===== src/rtl/lcdi_index_decode_pkg.sv =====
// ---------------------------------------------------------------------------
// lcdi_index_decode_pkg
// Shared definitions for the LCDI index decoder: FSM state encoding, class
// count, legal index range and the class-to-representative-difference table.
// No ports (package).
// ---------------------------------------------------------------------------
package lcdi_index_decode_pkg;

    localparam int LDEC_DATA_WIDTH = 8;
    localparam int LDEC_IDX_WIDTH  = 7;
    localparam int LDEC_CLS_WIDTH  = 4;
    localparam int LDEC_NCLASS     = 9;
    localparam int LDEC_IDX_MAX    = LDEC_NCLASS * LDEC_NCLASS - 1;

    typedef enum logic [2:0] {
        LDEC_IDLE = 3'd0,
        LDEC_LOAD = 3'd1,
        LDEC_DIV  = 3'd2,
        LDEC_MAP  = 3'd3,
        LDEC_OUT  = 3'd4,
        LDEC_DONE = 3'd5
    } ldec_state_e;

    // Representative signed difference for each class. Classes are symmetric
    // around class 4, which stands for "no difference". Codes 9..15 cannot be
    // produced by the divider and fall back to the neutral value.
    function automatic logic signed [7:0] ldec_rep(input logic [LDEC_CLS_WIDTH-1:0] cls);
        logic signed [7:0] rep;
        case (cls)
            4'd0:    rep = 8'sd56;
            4'd1:    rep = 8'sd40;
            4'd2:    rep = 8'sd24;
            4'd3:    rep = 8'sd10;
            4'd4:    rep = 8'sd0;
            4'd5:    rep = -8'sd10;
            4'd6:    rep = -8'sd24;
            4'd7:    rep = -8'sd40;
            4'd8:    rep = -8'sd56;
            default: rep = 8'sd0;
        endcase
        return rep;
    endfunction

endpackage


===== src/rtl/lcdi_index_decode_class_rep.sv =====
// ---------------------------------------------------------------------------
// lcdi_class_rep
// Maps one decoded class to its representative signed difference, adds it to
// the centre pixel and saturates the result to the pixel range.
// Ports:
//   cls_i    - decoded class (0..8)
//   center_i - centre pixel
//   recon_o  - clamp(center_i + rep(cls_i)) in [0, 2^DATA_WIDTH-1]
// ---------------------------------------------------------------------------
module lcdi_class_rep
    import lcdi_index_decode_pkg::*;
#(
    parameter int DATA_WIDTH = LDEC_DATA_WIDTH
) (
    input  logic [LDEC_CLS_WIDTH-1:0] cls_i,
    input  logic [DATA_WIDTH-1:0]     center_i,
    output logic [DATA_WIDTH-1:0]     recon_o
);

    localparam int SW = DATA_WIDTH + 2;

    logic signed [7:0]    rep;
    logic signed [SW-1:0] sum;
    logic signed [SW-1:0] pixMax;

    // Two extra bits of headroom let the sum go negative or past full scale
    // without wrapping, so the clamp below sees the true value.
    always_comb begin
        rep     = ldec_rep(cls_i);
        pixMax  = $signed({2'b00, {DATA_WIDTH{1'b1}}});
        sum     = $signed({2'b00, center_i}) + $signed({{(SW-8){rep[7]}}, rep});
        recon_o = sum[DATA_WIDTH-1:0];
        if (sum < $signed({SW{1'b0}})) begin
            recon_o = '0;
        end else if (sum > pixMax) begin
            recon_o = {DATA_WIDTH{1'b1}};
        end
    end

endmodule


===== src/rtl/lcdi_index_decode.sv =====
// ---------------------------------------------------------------------------
// lcdi_index_decode
// Decodes four LCDI indices (index = G0 + 9*G1) back into their class pairs,
// maps each class to a signed difference and rebuilds the two neighbour pixel
// estimates around a shared centre pixel. One result per slot is presented on
// a valid/ready handshake.
// Ports:
//   clk, rst_n            - clock, synchronous active-low reset
//   start                 - one-cycle request, samples index0..3/center_in
//   index0..index3        - LCDI indices for slots 0..3
//   center_in             - centre pixel shared by all slots
//   busy                  - frame in progress
//   out_valid / out_ready - result handshake
//   out_slot              - slot of the presented result
//   recon0_out/recon2_out - clamped neighbour estimates from G0 / G1
//   g0_out, g1_out        - decoded classes
//   out_err               - index above the legal range for this slot
//   done                  - one-cycle pulse after slot 3 is accepted
// ---------------------------------------------------------------------------
module lcdi_index_decode
    import lcdi_index_decode_pkg::*;
#(
    parameter int DATA_WIDTH = LDEC_DATA_WIDTH,
    parameter int IDX_MAX    = LDEC_IDX_MAX
) (
    input  logic                      clk,
    input  logic                      rst_n,
    input  logic                      start,
    input  logic [LDEC_IDX_WIDTH-1:0] index0,
    input  logic [LDEC_IDX_WIDTH-1:0] index1,
    input  logic [LDEC_IDX_WIDTH-1:0] index2,
    input  logic [LDEC_IDX_WIDTH-1:0] index3,
    input  logic [DATA_WIDTH-1:0]     center_in,
    output logic                      busy,
    output logic                      out_valid,
    input  logic                      out_ready,
    output logic [1:0]                out_slot,
    output logic [DATA_WIDTH-1:0]     recon0_out,
    output logic [DATA_WIDTH-1:0]     recon2_out,
    output logic [LDEC_CLS_WIDTH-1:0] g0_out,
    output logic [LDEC_CLS_WIDTH-1:0] g1_out,
    output logic                      out_err,
    output logic                      done
);

    localparam logic [LDEC_IDX_WIDTH-1:0] IDX_LIMIT = LDEC_IDX_WIDTH'(IDX_MAX);
    localparam logic [LDEC_IDX_WIDTH-1:0] NCLASS_W  = LDEC_IDX_WIDTH'(LDEC_NCLASS);
    localparam logic [LDEC_CLS_WIDTH-1:0] CLS_NEUTRAL = 4'd4;

    ldec_state_e state_q, state_d;

    logic [LDEC_IDX_WIDTH-1:0] idx_q [4];
    logic [LDEC_IDX_WIDTH-1:0] idx_d [4];
    logic [DATA_WIDTH-1:0]     center_q, center_d;
    logic [1:0]                slot_q, slot_d;
    logic [LDEC_IDX_WIDTH-1:0] rem_q, rem_d;
    logic [LDEC_CLS_WIDTH-1:0] quo_q, quo_d;
    logic [LDEC_CLS_WIDTH-1:0] g0_q, g0_d;
    logic [LDEC_CLS_WIDTH-1:0] g1_q, g1_d;
    logic                      err_q, err_d;

    logic                      busy_q, busy_d;
    logic                      valid_q, valid_d;
    logic                      done_q, done_d;
    logic [1:0]                outSlot_q, outSlot_d;
    logic [DATA_WIDTH-1:0]     recon0_q, recon0_d;
    logic [DATA_WIDTH-1:0]     recon2_q, recon2_d;
    logic [LDEC_CLS_WIDTH-1:0] g0Out_q, g0Out_d;
    logic [LDEC_CLS_WIDTH-1:0] g1Out_q, g1Out_d;
    logic                      outErr_q, outErr_d;

    logic [DATA_WIDTH-1:0]     recon0_w;
    logic [DATA_WIDTH-1:0]     recon2_w;

    // One mapper per neighbour: G0 drives the left estimate, G1 the right.
    lcdi_class_rep #(.DATA_WIDTH(DATA_WIDTH)) u_rep_g0 (
        .cls_i    (g0_q),
        .center_i (center_q),
        .recon_o  (recon0_w)
    );

    lcdi_class_rep #(.DATA_WIDTH(DATA_WIDTH)) u_rep_g1 (
        .cls_i    (g1_q),
        .center_i (center_q),
        .recon_o  (recon2_w)
    );

    // Next-state logic. The index is split into G0 (remainder) and G1
    // (quotient) by repeated subtraction of 9, one step per cycle. Handshake
    // flags are derived from the next state so they come straight out of
    // flops and never depend combinationally on out_ready.
    always_comb begin
        state_d   = state_q;
        idx_d     = idx_q;
        center_d  = center_q;
        slot_d    = slot_q;
        rem_d     = rem_q;
        quo_d     = quo_q;
        g0_d      = g0_q;
        g1_d      = g1_q;
        err_d     = err_q;
        outSlot_d = outSlot_q;
        recon0_d  = recon0_q;
        recon2_d  = recon2_q;
        g0Out_d   = g0Out_q;
        g1Out_d   = g1Out_q;
        outErr_d  = outErr_q;

        case (state_q)
            LDEC_IDLE: begin
                if (start) begin
                    idx_d[0] = index0;
                    idx_d[1] = index1;
                    idx_d[2] = index2;
                    idx_d[3] = index3;
                    center_d = center_in;
                    slot_d   = 2'd0;
                    outErr_d = 1'b0;
                    state_d  = LDEC_LOAD;
                end
            end
            LDEC_LOAD: begin
                rem_d    = idx_q[slot_q];
                quo_d    = '0;
                outErr_d = 1'b0;
                if (idx_q[slot_q] > IDX_LIMIT) begin
                    g0_d    = CLS_NEUTRAL;
                    g1_d    = CLS_NEUTRAL;
                    err_d   = 1'b1;
                    state_d = LDEC_MAP;
                end else begin
                    err_d   = 1'b0;
                    state_d = LDEC_DIV;
                end
            end
            LDEC_DIV: begin
                if (rem_q >= NCLASS_W) begin
                    rem_d = rem_q - NCLASS_W;
                    quo_d = quo_q + 4'd1;
                end else begin
                    g0_d    = rem_q[LDEC_CLS_WIDTH-1:0];
                    g1_d    = quo_q;
                    state_d = LDEC_MAP;
                end
            end
            LDEC_MAP: begin
                outSlot_d = slot_q;
                recon0_d  = recon0_w;
                recon2_d  = recon2_w;
                g0Out_d   = g0_q;
                g1Out_d   = g1_q;
                outErr_d  = err_q;
                state_d   = LDEC_OUT;
            end
            LDEC_OUT: begin
                if (out_ready) begin
                    if (slot_q == 2'd3) begin
                        state_d = LDEC_DONE;
                    end else begin
                        slot_d   = slot_q + 2'd1;
                        outErr_d = 1'b0;
                        state_d  = LDEC_LOAD;
                    end
                end
            end
            LDEC_DONE: begin
                state_d = LDEC_IDLE;
            end
            default: begin
                state_d = LDEC_IDLE;
            end
        endcase

        valid_d = (state_d == LDEC_OUT);
        done_d  = (state_d == LDEC_DONE);
        busy_d  = (state_d != LDEC_IDLE) && (state_d != LDEC_DONE);
    end

    // State and output registers. Reset clears everything, which also aborts
    // a frame in flight without producing a done pulse.
    always_ff @(posedge clk) begin
        if (!rst_n) begin
            state_q   <= LDEC_IDLE;
            idx_q     <= '{default: '0};
            center_q  <= '0;
            slot_q    <= '0;
            rem_q     <= '0;
            quo_q     <= '0;
            g0_q      <= '0;
            g1_q      <= '0;
            err_q     <= 1'b0;
            busy_q    <= 1'b0;
            valid_q   <= 1'b0;
            done_q    <= 1'b0;
            outSlot_q <= '0;
            recon0_q  <= '0;
            recon2_q  <= '0;
            g0Out_q   <= '0;
            g1Out_q   <= '0;
            outErr_q  <= 1'b0;
        end else begin
            state_q   <= state_d;
            idx_q     <= idx_d;
            center_q  <= center_d;
            slot_q    <= slot_d;
            rem_q     <= rem_d;
            quo_q     <= quo_d;
            g0_q      <= g0_d;
            g1_q      <= g1_d;
            err_q     <= err_d;
            busy_q    <= busy_d;
            valid_q   <= valid_d;
            done_q    <= done_d;
            outSlot_q <= outSlot_d;
            recon0_q  <= recon0_d;
            recon2_q  <= recon2_d;
            g0Out_q   <= g0Out_d;
            g1Out_q   <= g1Out_d;
            outErr_q  <= outErr_d;
        end
    end

    assign busy       = busy_q;
    assign out_valid  = valid_q;
    assign done       = done_q;
    assign out_slot   = outSlot_q;
    assign recon0_out = recon0_q;
    assign recon2_out = recon2_q;
    assign g0_out     = g0Out_q;
    assign g1_out     = g1Out_q;
    assign out_err    = outErr_q;

endmodule


===== config.mk =====
export PLATFORM = sky130hd
export DESIGN_NAME = lcdi_index_decode
export DESIGN_NICKNAME = d
export VERILOG_FILES = /design/src/rtl/lcdi_index_decode_pkg.sv /design/src/rtl/lcdi_index_decode_class_rep.sv /design/src/rtl/lcdi_index_decode.sv
export SDC_FILE = /design/constraint.sdc
export NUM_CORES = 1
export LEC_CHECK = 0
export CORE_UTILIZATION = 41
export CTS_CLUSTER_SIZE = 14
export DETAILED_ROUTE_END_ITERATION = 16
export SLEW_MARGIN = 20
export SYNTH_ARGS = -nofsm -noshare
export SYNTH_HDL_FRONTEND = slang
export SYNTH_SLANG_ARGS = --single-unit

===== constraint.sdc =====
create_clock -name clk -period 3 [get_ports clk]
set_clock_uncertainty 0.2 [all_clocks]
set_input_delay 0.45 -clock clk [delete_from_list [all_inputs] [get_ports clk]]
set_output_delay 0.45 -clock clk [all_outputs]
set_load 0.01 [all_outputs]

==> results.md <==
- Outcome: finished, final reports clean
- TritonCTS clock tree: built
- Final std cells w/o fill: 878
- Ant diodes: 0
- Syn. warnings: 0
- Initial antenna violation count: 0
- Power Dens Cells: 518.4 nW/um^2
- Maxcap violations: 0
- HP Class: flip-flop to flip-flop
- CTS Buf Count: 9
- Net Sw Frac: roughly 29%
- FF-to-FF path depth: 9
- Largest fanout on the critical path: 9
- Crit start category: flip-flop
- Clock Power Share: between 30 and 40%
- Total gr overflow: 0
- Share of cells above drive strength 1: a little under an eighth
- I/O pins: 70
- Post-route ant nets: 0
- Wirelength per Cell: ~15 um
- Arrival time at the worst endpoint: just under 3 ns
- Reg power frac: approximately 45%
- Reg-to-reg critical path endpoint: u_rep_g0.rep[6]
- Fin. Hold Viols: 0
- Initial Util: between 40% and 50%
- Net Switching: 976.0 uW
- Via count: between 4000 and 5000
- Port Buffers: slightly below 70
- CTS Buffer Depth: 2
- Post-synth top flop: dfxtp_1
- Initial DRC count: between 150 and 200
- Die Area: around 13000 sq um
- Chip Width: around 110 um
- First-pass GRT wire length: roughly 21000 um
- Crit share post-route: 96.39%
- GPL Wtd Cong: 0.8994
- Vias in the first global route: around 4400
- DRT Pass-1 Iters: 4
- Peak supply drop: ~0.00026 V
- # H-tree levels: 3
- Synth cell types: 59
- Area contributors post-synth: dfxtp_1 (40%), nand2_1 (9.8%), ha_1 (7.1%)
- Worst-skew pair later-pin latency: about 0.36 ns
- Max Fclk: between 0.3 and 0.4 GHz
- Synthesized cell area: between 5000 and 6000 sq um
- Final setup viols: 0
- Static leakage: approximately 0.0025 uW
- Final hold slack: ~0.25 ns
- Most frequent cell after synthesis: nand2_1
- Seq/Total Area, Yosys: 40.35%
- Area leader, netlist: dfxtp_1
- Hold Path End: recon0_out[1]
- Number of fill cells: between 1000 and 1500
- Post-Syn Instances: a little over 600
- Clock-pin slew on the worst setup and hold paths: approximately 0.070 ns
- Root buf cell: clkbuf_16
- Hold Path Cell Cnt: 2
- CTS Hold Bufs: 0
- Data required time at the worst endpoint: between 3 and 4 ns
- Die Y: 113.6 um
- R2R Path Start: slot_q[0]
- Core ar.: 12060 sq um
- Internal: ~2400 uW
- Worst reg-to-reg setup slack: 0.11 ns
- DR DRC count: 0
- Total chip power: 3380 uW
- DP Worst Slack: -0.02776 ns
- CTS sink count: a little over 100
- Synth Area per Inst: 8.229 sq um
- Vias per Instance: ~5.2
- Least-Margin Pin Slew: ~0.58 ns
- Hold Path Origin: recon0_out[1]
- Comb pwr share: between 10% and 20%
- Placed cell count: 860
- WL final: between 10000 and 15000 um
- Placement Rows: 40
- Final min period: 2.892 ns
- Placed wire-length estimate: 9848 um
- RSZ-0062 raised after global routing: no
- Top cells by count, synth: nand2_1 (133), dfxtp_1 (103), a21oi_1 (71)
- Post-synth ARST share: 0%
- Relative slew margins: 61.21%
- Yosys top cell area share: roughly two fifths
- Tot GR Track Use: 21.32%
- WS Path Type: flip-flop to flip-flop
- Final nets: ~780
- CP Capture Type: flip-flop
- Number of synthesized flops with an enable pin: 0
- Slew Viols, Final: 0
- #FFs+latches synth: about 100
- Syn Nets: between 600 and 700
- Largest net degree at the start of global routing: between 40 and 50
- Area grow syn2layout: 27.60%
- PnR worst setup slack: 0.1083 ns
layout make-up:
type | instances | area, sq um | share of cell area (%)
Tap cell | 168 | 210.2 | 3.224
Timing Repair Buffer | 103 | 958.4 | 14.70
Inverter | 31 | 116.4 | 1.785
Clock inverter | 6 | 67.56 | 1.036
Multi-Input combinational cell | 457 | 2859 | 43.85
Clock buffer | 10 | 239.0 | 3.665
Sequential cell | 103 | 2069 | 31.74
power groups by stage:
stage / Combinational, uW / Sequential [uW] / Clock (uW)
2_1_floorplan: 433 / 1520 / 0
3_3_place_gp: 625 / 1540 / 0
3_5_place_dp: 632 / 1540 / 0
4_1_cts: 638 / 1510 / 1250
5_1_grt: 715 / 1520 / 1310
6_report: 642 / 1510 / 1230
stage by stage:
step | setup TNS [ns] | util [%] | instance area (sq um)
after floorplan | -0.1910 | - | 5159
after global placement | 0 | 51.12 | 6166
after detailed placement | -0.05419 | 51.12 | 6166
after CTS | 0 | 53.76 | 6484
after global routing | 0 | 54.06 | 6520
final | 0 | 54.06 | 6520
timing repair:
item,4_1_cts,5_1_grt
pin swaps,1,4
buffers inserted,1,1
gates resized for setup,2,8
cloned,0,0
endpoints found under the setup margin,3,14
cells in the final DEF, fill, tap and decap left out, types with 3 or more instances in the layout:
cell,netlist,routed
clkbuf_16,0,9
inv_2,4,6
or3_1,5,5
nor3_1,24,23
mux2i_1,6,6
o211ai_1,3,3
ha_1,29,28
and2_1,4,4
nor3b_1,3,3
a21oi_1,71,71
buf_4,0,33
nor2_1,50,48
o22a_1,3,3
clkdlybuf4s50_1,0,69
o21ai_0,24,24
a31oi_1,7,6
nor2b_1,7,7
a211oi_1,3,3
a22oi_1,3,3
nand2_1,133,133
mux4_2,8,8
o21a_1,6,6
o21bai_1,5,5
xnor2_1,8,8
nand3_1,12,12
inv_1,27,25
dfxtp_1,103,101
nor4_1,3,3
per-layer routing:
| metal | track usage (%) | part of all wire, % | vias up |
|---|---|---|---|
| met3 | 3.029 | 4.4 | 21 |
| met5 | 0 | 0 | - |
| li1 | - | - | 2304 |
| met4 | 10.88 | 2.0 | 0 |
| met2 | 35.12 | 48 | 108 |
| met1 | 27.28 | 46 | 2144 |
worst max path at each step:
stage	start	depth (start not counted)	endpoint	slack, ns
after floorplan	slot_q[0]	11	u_rep_g0.rep[6]	-0.14
after global placement	slot_q[1]	10	u_rep_g1.rep[5]	0.04
after detailed placement	slot_q[1]	10	u_rep_g1.rep[5]	-0.03
after CTS	slot_q[1]	10	u_rep_g1.rep[5]	0.006
after global routing	slot_q[0]	9	u_rep_g0.rep[6]	0.009
final	slot_q[0]	9	u_rep_g0.rep[6]	0.11
cells by family after synthesis:
logic type / synth area share [%]
adders and majority gates: 7.884
DFF: 40.35
xor gates and xnor gates: 1.714
AOI/OAI and AO/OA: 18.78
muxes: 5.411
buffers and inverters: 4.946
and+or+nand+nor: 20.91
worst max-delay path, stage by stage, from the launching register on:
cell and delay, ns:
dfxtp_4 0.37, mux4_2 0.55, o41ai_4 0.42, o211ai_4 0.13
buf_12 0.16, a31oi_4 0.14, nor2_2 0.06, inv_2 0.09
ha_4 0.15, mux4_2 0.49
flip-flops by register name, summed over array words and instances (netlist names), 2 cells and up:
signal,count
center_q,8
g0_out,4
g0_q,4
g1_out,4
g1_q,4
idx_q,28
out_slot,2
quo_q,4
recon0_out,8
recon2_out,8
rem_q,7
slot_q,2
state_q,3
u_rep_g0.rep,6
u_rep_g1.rep,6
No activity file was read; power rests on OpenSTA's default activity.
